$ cat config.mk
export PLATFORM = sky130hd
export DESIGN_NAME = rgb_pwm_ctrl
export DESIGN_NICKNAME = d
export VERILOG_FILES = /design/src/rtl/rgb_pwm_ctrl.sv
export SDC_FILE = /design/constraint.sdc
export NUM_CORES = 1
export LEC_CHECK = 0
export ABC_AREA = 1
export CORE_MARGIN = 4
export CORE_UTILIZATION = 56
export DETAILED_ROUTE_END_ITERATION = 7
export PLACE_DENSITY = 0.76
export SETUP_SLACK_MARGIN = 0.4
export SYNTH_ARGS = -nofsm -noshare
export SYNTH_HDL_FRONTEND = slang
export SYNTH_SLANG_ARGS = --single-unit
$ cat constraint.sdc
create_clock -name clk -period 2.6 [get_ports clk]
set_input_delay 0.78 -clock clk [delete_from_list [all_inputs] [get_ports clk]]
set_output_delay 0.78 -clock clk [all_outputs]
set_load 0.01 [all_outputs]
$ cat src/rtl/rgb_pwm_ctrl.sv
`default_nettype none
// ============================================================================
// Module   : rgb_pwm_ctrl
// Purpose  : Memory-mapped 8-bit PWM controller for the on-board RGB LED,
//            with an optional hardware fade engine that walks each channel's
//            current duty toward its target one step per fade interval.
// Ports    : clk             system clock
//            reset           asynchronous active-low reset
//            wr_en / rd_en   single-cycle write / read strobes
//            addr [2:0]      register select
//            wdata [7:0]     write data
//            rdata [7:0]     registered read data (1-clk latency, held)
//            led_r/g/b_n     active-low registered LED drives
//            busy            high while any current duty differs from target
// Register : 0 TGT_R, 1 TGT_G, 2 TGT_B, 3 CTRL{FADE,EN}, 4 PRESCALE,
//            5 FADE_RATE, 6 STATUS{busy} (read-only), 7 reads 0
// Revision : 1.0  initial release
// ============================================================================
module rgb_pwm_ctrl #(
  parameter logic [7:0] DEFAULT_PRESCALE  = 8'd23,
  parameter logic [7:0] DEFAULT_FADE_RATE = 8'd3
) (
  input  logic       clk,
  input  logic       reset,
  input  logic       wr_en,
  input  logic       rd_en,
  input  logic [2:0] addr,
  input  logic [7:0] wdata,
  output logic [7:0] rdata,
  output logic       led_r_n,
  output logic       led_g_n,
  output logic       led_b_n,
  output logic       busy
);

  localparam logic [2:0] c_addr_tgt_r     = 3'd0;
  localparam logic [2:0] c_addr_tgt_g     = 3'd1;
  localparam logic [2:0] c_addr_tgt_b     = 3'd2;
  localparam logic [2:0] c_addr_ctrl      = 3'd3;
  localparam logic [2:0] c_addr_prescale  = 3'd4;
  localparam logic [2:0] c_addr_fade_rate = 3'd5;
  localparam logic [2:0] c_addr_status    = 3'd6;
  localparam logic [7:0] c_pwm_last       = 8'd254;

  logic       r_en;
  logic       r_fade;
  logic [7:0] r_prescale;
  logic [7:0] r_fade_rate;
  logic [7:0] r_pre_cnt;
  logic [7:0] r_pwm_cnt;
  logic [7:0] r_fade_cnt;
  logic       r_busy;

  logic [7:0] w_tgt [3];
  logic [2:0] w_diff;
  logic [2:0] w_led_n;
  logic       w_tick;
  logic       w_frame_end;
  logic       w_fade_step;
  logic       w_fade_toggle;

  // Counters only free-run while enabled; the equality compares (not >=)
  // let an over-range pre_cnt/fade_cnt wrap through 255 before matching.
  assign w_tick        = r_en && (r_pre_cnt == r_prescale);
  assign w_frame_end   = w_tick && (r_pwm_cnt == c_pwm_last);
  assign w_fade_step   = r_fade && w_frame_end && (r_fade_cnt == r_fade_rate);
  assign w_fade_toggle = wr_en && (addr == c_addr_ctrl) && (wdata[1] != r_fade);

  // Control / configuration registers
  always_ff @(posedge clk or negedge reset) begin
    if (!reset) begin
      r_en        <= 1'b0;
      r_fade      <= 1'b0;
      r_prescale  <= DEFAULT_PRESCALE;
      r_fade_rate <= DEFAULT_FADE_RATE;
    end else if (wr_en) begin
      case (addr)
        c_addr_ctrl: begin
          r_en   <= wdata[0];
          r_fade <= wdata[1];
        end
        c_addr_prescale:  r_prescale  <= wdata;
        c_addr_fade_rate: r_fade_rate <= wdata;
        default: ;
      endcase
    end
  end

  // Prescaler, PWM frame counter and fade interval counter
  always_ff @(posedge clk or negedge reset) begin
    if (!reset) begin
      r_pre_cnt  <= 8'd0;
      r_pwm_cnt  <= 8'd0;
      r_fade_cnt <= 8'd0;
    end else if (!r_en) begin
      // Disabled: park everything at zero so re-enable starts a fresh frame
      r_pre_cnt  <= 8'd0;
      r_pwm_cnt  <= 8'd0;
      r_fade_cnt <= 8'd0;
    end else begin
      r_pre_cnt <= w_tick ? 8'd0 : r_pre_cnt + 8'd1;
      if (w_tick) begin
        r_pwm_cnt <= (r_pwm_cnt == c_pwm_last) ? 8'd0 : r_pwm_cnt + 8'd1;
      end
      if (w_fade_toggle || !r_fade) begin
        r_fade_cnt <= 8'd0;
      end else if (w_frame_end) begin
        r_fade_cnt <= (r_fade_cnt == r_fade_rate) ? 8'd0 : r_fade_cnt + 8'd1;
      end
    end
  end

  // Per-channel target, current duty and registered active-low output
  for (genvar gi = 0; gi < 3; gi++) begin : g_chan
    localparam logic [2:0] c_addr_tgt = 3'(gi);
    logic [7:0] r_tgt;
    logic [7:0] r_cur;
    logic       r_led_n;

    always_ff @(posedge clk or negedge reset) begin
      if (!reset) begin
        r_tgt <= 8'd0;
      end else if (wr_en && (addr == c_addr_tgt)) begin
        r_tgt <= wdata;
      end
    end

    // cur only moves at frame_end so a frame never sees a mid-period duty
    // change; a target written on that same edge is picked up next frame.
    always_ff @(posedge clk or negedge reset) begin
      if (!reset) begin
        r_cur <= 8'd0;
      end else if (!r_en) begin
        r_cur <= r_tgt;
      end else if (w_frame_end) begin
        if (!r_fade) begin
          r_cur <= r_tgt;
        end else if (w_fade_step) begin
          if (r_cur < r_tgt) begin
            r_cur <= r_cur + 8'd1;
          end else if (r_cur > r_tgt) begin
            r_cur <= r_cur - 8'd1;
          end
        end
      end
    end

    // pwm_cnt tops out at 254, so duty 255 is on for the whole frame
    always_ff @(posedge clk or negedge reset) begin
      if (!reset) begin
        r_led_n <= 1'b1;
      end else begin
        r_led_n <= ~(r_en && (r_pwm_cnt < r_cur));
      end
    end

    assign w_tgt[gi]   = r_tgt;
    assign w_diff[gi]  = (r_cur != r_tgt);
    assign w_led_n[gi] = r_led_n;
  end

  always_ff @(posedge clk or negedge reset) begin
    if (!reset) begin
      r_busy <= 1'b0;
    end else begin
      r_busy <= |w_diff;
    end
  end

  // Read data captures pre-write register values on a same-cycle write
  always_ff @(posedge clk or negedge reset) begin
    if (!reset) begin
      rdata <= 8'd0;
    end else if (rd_en) begin
      case (addr)
        c_addr_tgt_r:     rdata <= w_tgt[0];
        c_addr_tgt_g:     rdata <= w_tgt[1];
        c_addr_tgt_b:     rdata <= w_tgt[2];
        c_addr_ctrl:      rdata <= {6'd0, r_fade, r_en};
        c_addr_prescale:  rdata <= r_prescale;
        c_addr_fade_rate: rdata <= r_fade_rate;
        c_addr_status:    rdata <= {7'd0, r_busy};
        default:          rdata <= 8'd0;
      endcase
    end
  end

  assign led_r_n = w_led_n[0];
  assign led_g_n = w_led_n[1];
  assign led_b_n = w_led_n[2];
  assign busy    = r_busy;

endmodule
`default_nettype wire

==> impl_metrics.toml, run 1 <==
[status]
status = "complete, no violations"

[finish]
drive_gt1_share_pct = 30.5
final-seq-area_um2 = 2570
fill_cells = 805
multi_input_area_um2 = 5000
area_growth_pct = 36.5
instances_no_fill = 1252
diodes = 0
nNetsFinal = 1167
final_cell_area_um2 = 9710

[floorplan]
core_area_um2 = 12200
boundaryPins = 27
chipWidth_um = 121
dieArea_um2 = 14600
rows = 40
start_util_pct = 58.3
die_h_um = 121

[synth]
ys_types = 47
synth_edf_count = 0
seq_area_frac_synth_pct = 36.0
async_flop_share_pct = 100
synth_area_per_cell_um2 = 7.53
ys_ff_latch = 102
syn-num-nets = 1033
syn_area_um2 = 7120
synth_cells = 945
yosys_warnings = 0
ys.flop_type = "dfrtp_1"

[grt]
grt_max_degree = 38
grt_first_pass_wirelength_um = 35100
grt_use_total_pct = 30.7
grt_pass1_vias = 6913
antenna_found_initial = 0
overflow = 0

[timing]
whs_ns = 0.387
setup_ws_ns = 0.115
clock_skew_ns = 0.00593
fmax_mhz = 402
setup_violations = 0
report.final.slew_viol_count = 0
finalCritPeriodShare_pct = 95.6
post-route-min-period_ns = 2.48
rsz0062_at_grt = "true"
worst_slew_pin_slew_ns = 0.589
hold_viol = 0
max-slew-margin-rel_pct = 60.4

[route]
drt_iter0_drc = 860
drc_errors = 0
wl_per_cell_um = 19.2
viasPerCell = 5.92
via_count = 7407
postRouteAntennaNets = 0
firstDrtPassIters = 7
routed_wl_um = 24100

[critical_path]
startpoint_type = "register"
cpPeakStageDelay_ns = 0.45
crit_chain = "ha_4, a21oi_4, nor2_2, nor2_4, nand2_8, ha_4, a21oi_2, nand2_2, nand3_2, nand2_1, nand2_1, nand2_1, o22ai_2, nand3_1, nand2_1"
crit_path_frequent_cell = "nand2_1"
crit_required_ns = 2.90
arrival_ns = 2.79
reg2reg_slack_ns = 0.12
rr_startpoint = "g_chan[0].r_cur[5]"
reg2regPathDepth = 15
r2r-end = "g_chan[0].r_cur[5]"
crit_fanout = 5
critPathSlowestCell = "dfrtp_1"
path_class = "register to register"
cp-end-kind = "register"

[clocking]
insertion_delay_ns = 0.36
cts_made_buffers = 9
clk_path_buf_depth = 2
path_clk_slew_ns = 0.07
cts-htree-levels = 3
tritoncts = "done"
cts.sinks = 102
cts_root_buf = "clkbuf_16"

[worst_hold_path]
hold_class = "input port to async pin"

[pwr]
power_density_nw_per_um2 = 1260
clock_power_share_pct = 10.9
p_switching_uw = 5720
p_total_uw = 12200
combPwrFrac_pct = 70.6
leakage_uw = 0.00463
ir_drop_v = 0.00113
power_frac_seq_pct = 18.5
p_int_uw = 6480
swShare_pct = 46.9

[placed_design]
dp_slack_ns = 0.0795
dpl.cell_count = 1170
numPortBuffers = 26
placed_area_um2 = 8010
gp_congestion = 0.934
hpwlAfterDp_um = 14500

[flow_run]
maxCapViolCount = 0
-- kinds of logic after synthesis --
| logic type | after synthesis | synth area share [%] |
|---|---|---|
| buffers and inverters | 154 | 8.53 |
| AND/OR/NAND/NOR | 418 | 25.8 |
| adder cells (fa/ha/maj) | 73 | 13.2 |
| multiplexers | 1 | 0.158 |
| flip-flops | 102 | 36.0 |
| AO/OA/AOI/OAI | 188 | 15.3 |
| XOR/XNOR | 9 | 1.11 |
-- what timing repair did --
action	in CTS	in global routing
pin swaps	50	77
endpoints found under the hold margin	0	0
cloned	3	0
setup buffers	43	20
endpoints found under the setup margin	21	53
hold buffers	0	0
gates resized for setup	91	106
-- through the flow --
step	util [%]	setup TNS, ns
floorplan	-	0
global placement	65.6	0
detailed placement	65.6	0
CTS	74.4	0
global route	79.5	-0.000772
finish	79.5	0
-- registers in the layout, indices dropped and copies added, names as in the netlist --
signal / cells
r_fade: 1
busy: 1
led_g_n: 1
r_en: 1
rdata: 8
r_prescale: 8
g_chan.r_cur: 24
r_pre_cnt: 8
r_fade_cnt: 8
led_r_n: 1
r_fade_rate: 8
g_chan.r_tgt: 24
led_b_n: 1
r_pwm_cnt: 8
-- routing by layer --
metal	share of wire (%)	track usage (%)	vias up
met3	8.9	7.76	116
met5	0	0	-
met4	5.6	14.0	0
li1	-	-	3383
met2	47	49.2	402
met1	39	39.2	3506
-- worst max-delay path by stage --
| stage | start | to | slack, ns | cells past startpoint |
|---|---|---|---|---|
| 2_1_floorplan | g_chan[2].r_cur[7] | g_chan[2].r_cur[4] | 0.35 | 13 |
| 3_3_place_gp | addr[1] | g_chan[2].r_tgt[1] | 0.13 | 8 |
| 3_5_place_dp | g_chan[0].r_tgt[5] | g_chan[0].r_cur[7] | 0.08 | 14 |
| 4_1_cts | g_chan[0].r_tgt[7] | g_chan[0].r_cur[4] | 0.29 | 14 |
| 5_1_grt | g_chan[0].r_cur[5] | g_chan[0].r_cur[5] | -0.0008 | 15 |
| 6_report | g_chan[0].r_cur[5] | g_chan[0].r_cur[5] | 0.12 | 15 |
-- worst max-delay path: cells and delay by family (launching register included) --
kind | cells | cell delay [ns]
flops | 1 | 0.45
simple gates | 10 | 0.99
compound gates | 3 | 0.42
fa+ha+maj | 2 | 0.57
-- power by group through the flow --
stage               sequential, µW  clock, µW  combinational (µW)
floorplan                     2270          0                3570
finish                        2260       1330                8600
CTS                           2220       1330                6520
global route                  2280       1400                9220
global placement              2230          0                4860
detailed placement            2240          0                4960
-- layout make-up --
class	instances	share of cell area, %
repair buffers	134	11.6
clock inverters	5	0.361
multi-input cells	692	51.5
well taps	168	2.16
clock buffers	11	2.50
flip-flops and latches	102	26.4
inverters	140	5.45
-- synthesized netlist by cell type (5+ instances only) --
cell        n  area share, %
nand2_1   269             14
inv_1     133            7.0
dfrtp_1    93             33
o21ai_0    80            5.6
ha_1       70             12
nor2_1     59            3.1
nand3_1    51            3.6
a21oi_1    46            3.2
o22ai_1    21            1.8
nand4_1    15            1.3
clkbuf_1    9           0.47
dfstp_2     9            3.3
xor2_1      8           0.98
a21o_1      6           0.63
inv_2       6           0.32
nand2_4     6           0.95
o211ai_1    6           0.63
o221ai_1    5           0.62
-- cells in the final DEF (no fill, tap or decap), types with 4 or more instances in the layout --
| master | synthesis | final |
|---|---|---|
| buf_6 | 2 | 4 |
| o22ai_1 | 21 | 19 |
| ha_1 | 70 | 33 |
| nor2_1 | 59 | 41 |
| a21oi_4 | 1 | 10 |
| o21ai_0 | 80 | 71 |
| o221ai_1 | 5 | 4 |
| nor2_8 | 4 | 4 |
| a21oi_2 | 1 | 15 |
| a21oi_1 | 46 | 23 |
| o211ai_1 | 6 | 6 |
| o21ai_2 | 1 | 4 |
| ha_4 | 0 | 34 |
| buf_4 | 0 | 102 |
| xor2_1 | 8 | 6 |
| nand2_2 | 3 | 25 |
| inv_2 | 6 | 31 |
| dfstp_2 | 9 | 9 |
| nand3_2 | 0 | 6 |
| nand4_1 | 15 | 15 |
| clkbuf_16 | 0 | 9 |
| o21ai_1 | 3 | 9 |
| a21o_1 | 6 | 6 |
| inv_1 | 133 | 108 |
| nand2_4 | 6 | 16 |
| nand2_8 | 0 | 5 |
| clkdlybuf4s50_1 | 0 | 22 |
| nor2_2 | 2 | 12 |
| nor2_4 | 2 | 10 |
| nand3_1 | 51 | 43 |
| dfrtp_1 | 93 | 90 |
| nand2_1 | 269 | 235 |
Power figures use the tool's default switching activity.
==> run 2: changes to the inputs <==
- CORE_UTILIZATION: 56 -> 59
- PLACE_DENSITY: 0.76 -> 0.77
- clock period: 2.6 -> 2.8 ns (I/O delays scaled with it)
==> run 2 against run 1 <==
  * Fmax fell by 1.5%
  * Largest cell class unchanged
  * Worst setup slack improved by 0.16 ns
  * Sequential power shrank 5%
  * Largest power group unchanged
  * Global-route usage fell by 1.7 points
  * Critical path depth down 1
  * Sequential share of layout area increased by 1.5 points
  * Flip-flop and latch count stayed put
  * Clock-buffer cell count is 1 lower
  * Die area fell by 4.7%
  * Cell area down 5.0%
==> impl_metrics.toml, run 2 (synthesis gave the netlist of run 1 again) <==
[route]
firstDrtPassIters = 5
viasPerCell = 6.05
wl_per_cell_um = 18.9
via_count = 7299
drt_iter0_drc = 833
drc_errors = 0
routed_wl_um = 22800
postRouteAntennaNets = 0

[critical_path]
crit_fanout = 5
cpPeakStageDelay_ns = 0.40
cp-end-kind = "register"
crit_required_ns = 3.09
arrival_ns = 2.82
path_class = "register to register"
crit_family = "simple AND/OR/NAND/NOR gates"
crit_buf_inv = 1
startpoint_type = "register"
critPathSlowestCell = "dfrtp_1"
crit_chain = "inv_2, ha_4, a21o_1, nor2_4, nand2_8, ha_4, a21o_1, a31oi_2, nor2_1, nor2_1, nand2_1, o21ai_1, nand3_1, nand2_1"

[timing]
hold_viol = 0
fmax_mhz = 396
post-route-min-period_ns = 2.52
report.final.slew_viol_count = 0
fin_setup_tns_ns = 0
worst_slew_pin_slew_ns = 0.583
clock_skew_ns = 0.0100
finalCritPeriodShare_pct = 90.1
rsz0062_at_grt = "true"
max-slew-margin-rel_pct = 61.1
setup_violations = 0

[grt]
grt_first_pass_wirelength_um = 32000
grt_use_total_pct = 29.0
grt_max_degree = 44
antenna_found_initial = 0
grt_pass1_vias = 6243
overflow = 0

[flow_run]
maxCapViolCount = 0

[finish]
instances_no_fill = 1207
layout_commonest_cell = "nand2_1"
reg_top3 = "g_chan.r_cur x24, g_chan.r_tgt x24"
final_cell_area_um2 = 9230
area_growth_pct = 29.7
fill_cells = 707
diodes = 0
final-seq-area_um2 = 2580
drive_gt1_share_pct = 25.0
final_cell_mix = "nand2_1 (253), inv_1 (113), buf_4 (87), dfrtp_1 (82), o21ai_0 (78)"
nNetsFinal = 1147
multi_input_area_um2 = 4700

[floorplan]
start_util_pct = 61.3
dieArea_um2 = 13900
rows = 39
core_area_um2 = 11600
die_h_um = 118
boundaryPins = 27
chipWidth_um = 118

[pwr]
p_int_uw = 5680
swShare_pct = 45.6
power_frac_seq_pct = 20.5
combPwrFrac_pct = 66.8
power_density_nw_per_um2 = 1130
p_switching_uw = 4760
leakage_uw = 0.00446
clock_power_share_pct = 12.7
ir_drop_v = 0.00109

[clocking]
cts-htree-levels = 3
tritoncts = "done"
cts_made_buffers = 9
cts_root_buf = "clkbuf_16"
path_clk_slew_ns = 0.07
insertion_delay_ns = 0.36
clk_path_buf_depth = 2
cts.sinks = 102
cts_hold_buf = 0

[placed_design]
gp_congestion = 0.974
hpwlAfterDp_um = 14300
placed_area_um2 = 7740
numPortBuffers = 26
dpl.cell_count = 1131

[worst_hold_path]
hold_class = "input port to async pin"

[status]
status = "complete, no violations"
[run 2: what timing repair did]
item	in CTS	in global routing
setup buffers	16	42
pin swaps	11	42
gates cloned	2	0
gates resized for setup	49	97
endpoints found under the setup margin	15	22
[run 2: through the flow]
step / setup slack (ns) / utilization, % / hold WS (ns) / total power (µW)
4_1_cts: 0.404 / 72.6 / 0.494 / 8390
6_report: 0.278 / 79.5 / 0.483 / 10400
3_3_place_gp: 0.168 / 66.6 / 0.467 / 6140
5_1_grt: 0.0508 / 79.5 / 0.520 / 11100
3_5_place_dp: 0.157 / 66.6 / 0.475 / 6260
2_1_floorplan: 0.423 / - / 0.453 / 5140
[run 2: path summary, 6_finish.rpt]
check / end / start / slack [ns] / cells after the start
worst min-delay path: rdata[0] / reset / 0.48 / 1
worst max register to register: g_chan[0].r_cur[4] / g_chan[0].r_tgt[7] / 0.28 / 14
worst max-delay path: g_chan[0].r_cur[4] / g_chan[0].r_tgt[7] / 0.28 / 14
max in group asynchronous: r_fade_rate[1] / reset / 1.59 / 2
worst min register to register: g_chan[0].r_tgt[6] / g_chan[0].r_tgt[6] / 0.50 / 2
min in group clk: g_chan[0].r_tgt[6] / g_chan[0].r_tgt[6] / 0.50 / 2
[run 2: power groups by stage]
stage	logic (µW)	clock network (µW)	registers [µW]
after global routing	7530	1400	2170
final	6970	1320	2140
after CTS	4950	1340	2110
after global placement	4030	0	2120
after floorplan	3050	0	2090
after detailed placement	4130	0	2120
[run 2: area by class of cell]
class                           count  share of cell area (%)
Clock buffer                       10                    2.59
Clock inverter                      6                   0.745
Inverter                          140                    5.69
Multi-Input combinational cell    691                    50.9
Sequential cell                   102                    27.9
Tap cell                          143                    1.94
Timing Repair Buffer              115                    10.2
[run 2: routing by layer]
layer | up-vias | track usage (%) | routed length (µm)
met1 | 3456 | 40.2 | 9080
li1 | 3340 | - | -
met5 | - | 0 | 0
met3 | 106 | 5.91 | 1840
met4 | 0 | 9.74 | 1020
met2 | 397 | 45.7 | 10800
==> run 3: changes to the inputs <==
- HOLD_SLACK_MARGIN: unset -> 0.15
==> results of run 3 <==
Same layout as run 2: the final DEF is identical, and so are final timing and power.
==> RTL change, RTL diff (config.mk and constraints of run 3) <==
Add an input register stage for `wr_en`, `rd_en`, `addr` and `wdata`, with the module's reset; this delays them by one clock. Comments in the files are not updated.
--- a/src/rtl/rgb_pwm_ctrl.sv
+++ b/src/rtl/rgb_pwm_ctrl.sv
@@ -43,4 +43,23 @@
   localparam logic [7:0] c_pwm_last       = 8'd254;
 
+  logic wr_en_q;
+  logic rd_en_q;
+  logic [2:0] addr_q;
+  logic [7:0] wdata_q;
+
+  always_ff @(posedge clk or negedge reset) begin
+    if (!reset) begin
+      wr_en_q <= '0;
+      rd_en_q <= '0;
+      addr_q  <= '0;
+      wdata_q <= '0;
+    end else begin
+      wr_en_q <= wr_en;
+      rd_en_q <= rd_en;
+      addr_q  <= addr;
+      wdata_q <= wdata;
+    end
+  end
+
   logic       r_en;
   logic       r_fade;
@@ -65,5 +84,5 @@
   assign w_frame_end   = w_tick && (r_pwm_cnt == c_pwm_last);
   assign w_fade_step   = r_fade && w_frame_end && (r_fade_cnt == r_fade_rate);
-  assign w_fade_toggle = wr_en && (addr == c_addr_ctrl) && (wdata[1] != r_fade);
+  assign w_fade_toggle = wr_en_q && (addr_q == c_addr_ctrl) && (wdata_q[1] != r_fade);
 
   // Control / configuration registers
@@ -74,12 +93,12 @@
       r_prescale  <= DEFAULT_PRESCALE;
       r_fade_rate <= DEFAULT_FADE_RATE;
-    end else if (wr_en) begin
-      case (addr)
+    end else if (wr_en_q) begin
+      case (addr_q)
         c_addr_ctrl: begin
-          r_en   <= wdata[0];
-          r_fade <= wdata[1];
+          r_en   <= wdata_q[0];
+          r_fade <= wdata_q[1];
         end
-        c_addr_prescale:  r_prescale  <= wdata;
-        c_addr_fade_rate: r_fade_rate <= wdata;
+        c_addr_prescale:  r_prescale  <= wdata_q;
+        c_addr_fade_rate: r_fade_rate <= wdata_q;
         default: ;
       endcase
@@ -121,6 +140,6 @@
       if (!reset) begin
         r_tgt <= 8'd0;
-      end else if (wr_en && (addr == c_addr_tgt)) begin
-        r_tgt <= wdata;
+      end else if (wr_en_q && (addr_q == c_addr_tgt)) begin
+        r_tgt <= wdata_q;
       end
     end
@@ -172,6 +191,6 @@
     if (!reset) begin
       rdata <= 8'd0;
-    end else if (rd_en) begin
-      case (addr)
+    end else if (rd_en_q) begin
+      case (addr_q)
         c_addr_tgt_r:     rdata <= w_tgt[0];
         c_addr_tgt_g:     rdata <= w_tgt[1];
Check against the original RTL: not equivalent (a bounded check fails within 4 cycles, from zero or initial values and one cycle with reset low).
==> RTL change against run 3 <==
Sequential cell count grew 13. Total power grew 7.9%. Hold slack lost 0.16 ns. Routed wire length shrank 5.6%. Worst setup slack lost 0.084 ns. Clock skew shrank 0.0013 ns. Cell area grew 1.7%. Synthesized area grew 2.0%. Synthesized cell count shrank 4.0%. Largest power group unchanged.
==> RTL change: results (changes against run 3) <==
| Metric | Value |
|---|---|
| Post-CTS Setup Inserts | 31 (+15) |
| Seq/Total Area, Yosys | 39.80% (+3.8 points) |
| Net count after synthesis | 995 (-3.7%) |
| Worst path buffer plus inverter count | 3 (+2) |
| Nets | 1100 (-4.1%) |
| Via count | 6953 (-4.7%) |
| Final setup skew | 0.008767 ns (-0.001262 ns) |
| Top cell family by delay on the critical path | simple AND/OR/NAND/NOR gates |
| First-pass GRT wire length | 32360 um (+1.1%) |
| WL met2 | 10210 um (-5.8%) |
| M1 GR Usage | 36.81% (-3.3 points) |
| Worst skew pair latency | 0.43 ns (+0.07 ns) |
| Antenna Cells | 0 (unchanged) |
| Clk sink count | 115 (+13%) |
| Clock network area share | 6.089% (+2.8 points) |
| Arrival time worst endpoint | 2.92 ns (+0.10 ns) |
| Share of layout cells above drive strength 1 | 25.95% (+0.95 points) |
| Metal3 WL | 1721 um (-6.4%) |
| Top Metal Used | met4 |
| Rel. slew slack | 62.68% (+1.5 points) |
| Number of global-route vias before repair | 6457 (+3.4%) |
| Largest net degree at the start of global routing | 61 (+39%) |
| Routed metal-1 wirelength | 8406 um (-7.4%) |
| Plain + repair buffers | 99 (-14%) |
| CLK BUF | 20 (+10) |
| Worst Setup SP | g_chan[0].r_tgt[2] |
| Initial DRC count | 674 (-19%) |
| Reg2reg setup slack | 0.19 ns (-0.08 ns) |
| Most frequent cells after synthesis | nand2_1 (238), inv_1 (124), dfrtp_1 (106), o21ai_0 (92), ha_1 (70) |
| Hold_ws | 0.3268 ns (-0.1564 ns) |
| Max VDD drop | 0.5847 mV (-46%) |
| Met2 Use GR | 48.03% (+2.3 points) |
| Cts bufs inserted | 17 (+8) |
| CP max stage delay | 0.40 ns (about the same) |
| First-pass iteration count of the detailed router | 7 (+2) |
| Crit-path max FO | 7 (+2) |
| Final setup viols | 0 (unchanged) |
| H-tree levels | 4 (+1) |
| R2r worst-path depth | 16 (+2) |
| Signal buf overhead | 8.794% (-1.5 points) |
| Non-CTS inverters | 128 (-8.6%) |
| Pleak | 4.514 nW (+1.2%) |
| Multi-input gate count | 651 (-5.8%) |
| CP Capture Point | g_chan[0].r_cur[7] |
| Gr usage total | 29.06% (+0.044 points) |
| CTS resizes | 54 (+10%) |
| Synth cell types | 40 (-15%) |
| GP Congestion | 0.9449 (-3.0%) |
| Fraction of area in multi-input gates | 47.13% (-3.7 points) |
| Outcome | finished, final reports clean |
| # fillers | 762 (+7.8%) |
| Dpl hpwl | 13060 um (-8.4%) |
| Synth area leaders | dfrtp_1 (37%), nand2_1 (12%), ha_1 (12%) |
| Met3 usage | 6.268% (+0.36 points) |
| Routed wire per std cell | 18.35 um (-2.8%) |
| Sequential cell area share | 30.91% (+3.0 points) |
| Largest regs | g_chan.r_cur (24), g_chan.r_tgt (24) |
-- RTL change: cells by family after synthesis --
logic type	synth area share, %
AND/OR/NAND/NOR	20.60
flip-flops	39.80
XOR/XNOR	3.379
buffers and inverters	7.740
adder cells (fa/ha/maj)	12.89
AO/OA/AOI/OAI	15.58
-- RTL change: metrics by stage --
stage | power (mW) | setup slack (ns) | cell area (sq um) | std cells
6_report | 11.26 | 0.1931 | 9390 | 1172
5_1_grt | 11.91 | 0.1360 | 9390 | 1172
4_1_cts | 9.547 | 0.3991 | 8929 | 1143
3_5_place_dp | 6.638 | 0.1925 | 7851 | 1078
3_3_place_gp | 6.535 | 0.2461 | 7851 | 1078
2_1_floorplan | 5.613 | 0.4017 | 7381 | 907
-- RTL change: power breakdown --
group,switching [mW],internal (mW)
Clock,0.809,1.31
Sequential,0.362,2.02
Combinational,3.65,3.11
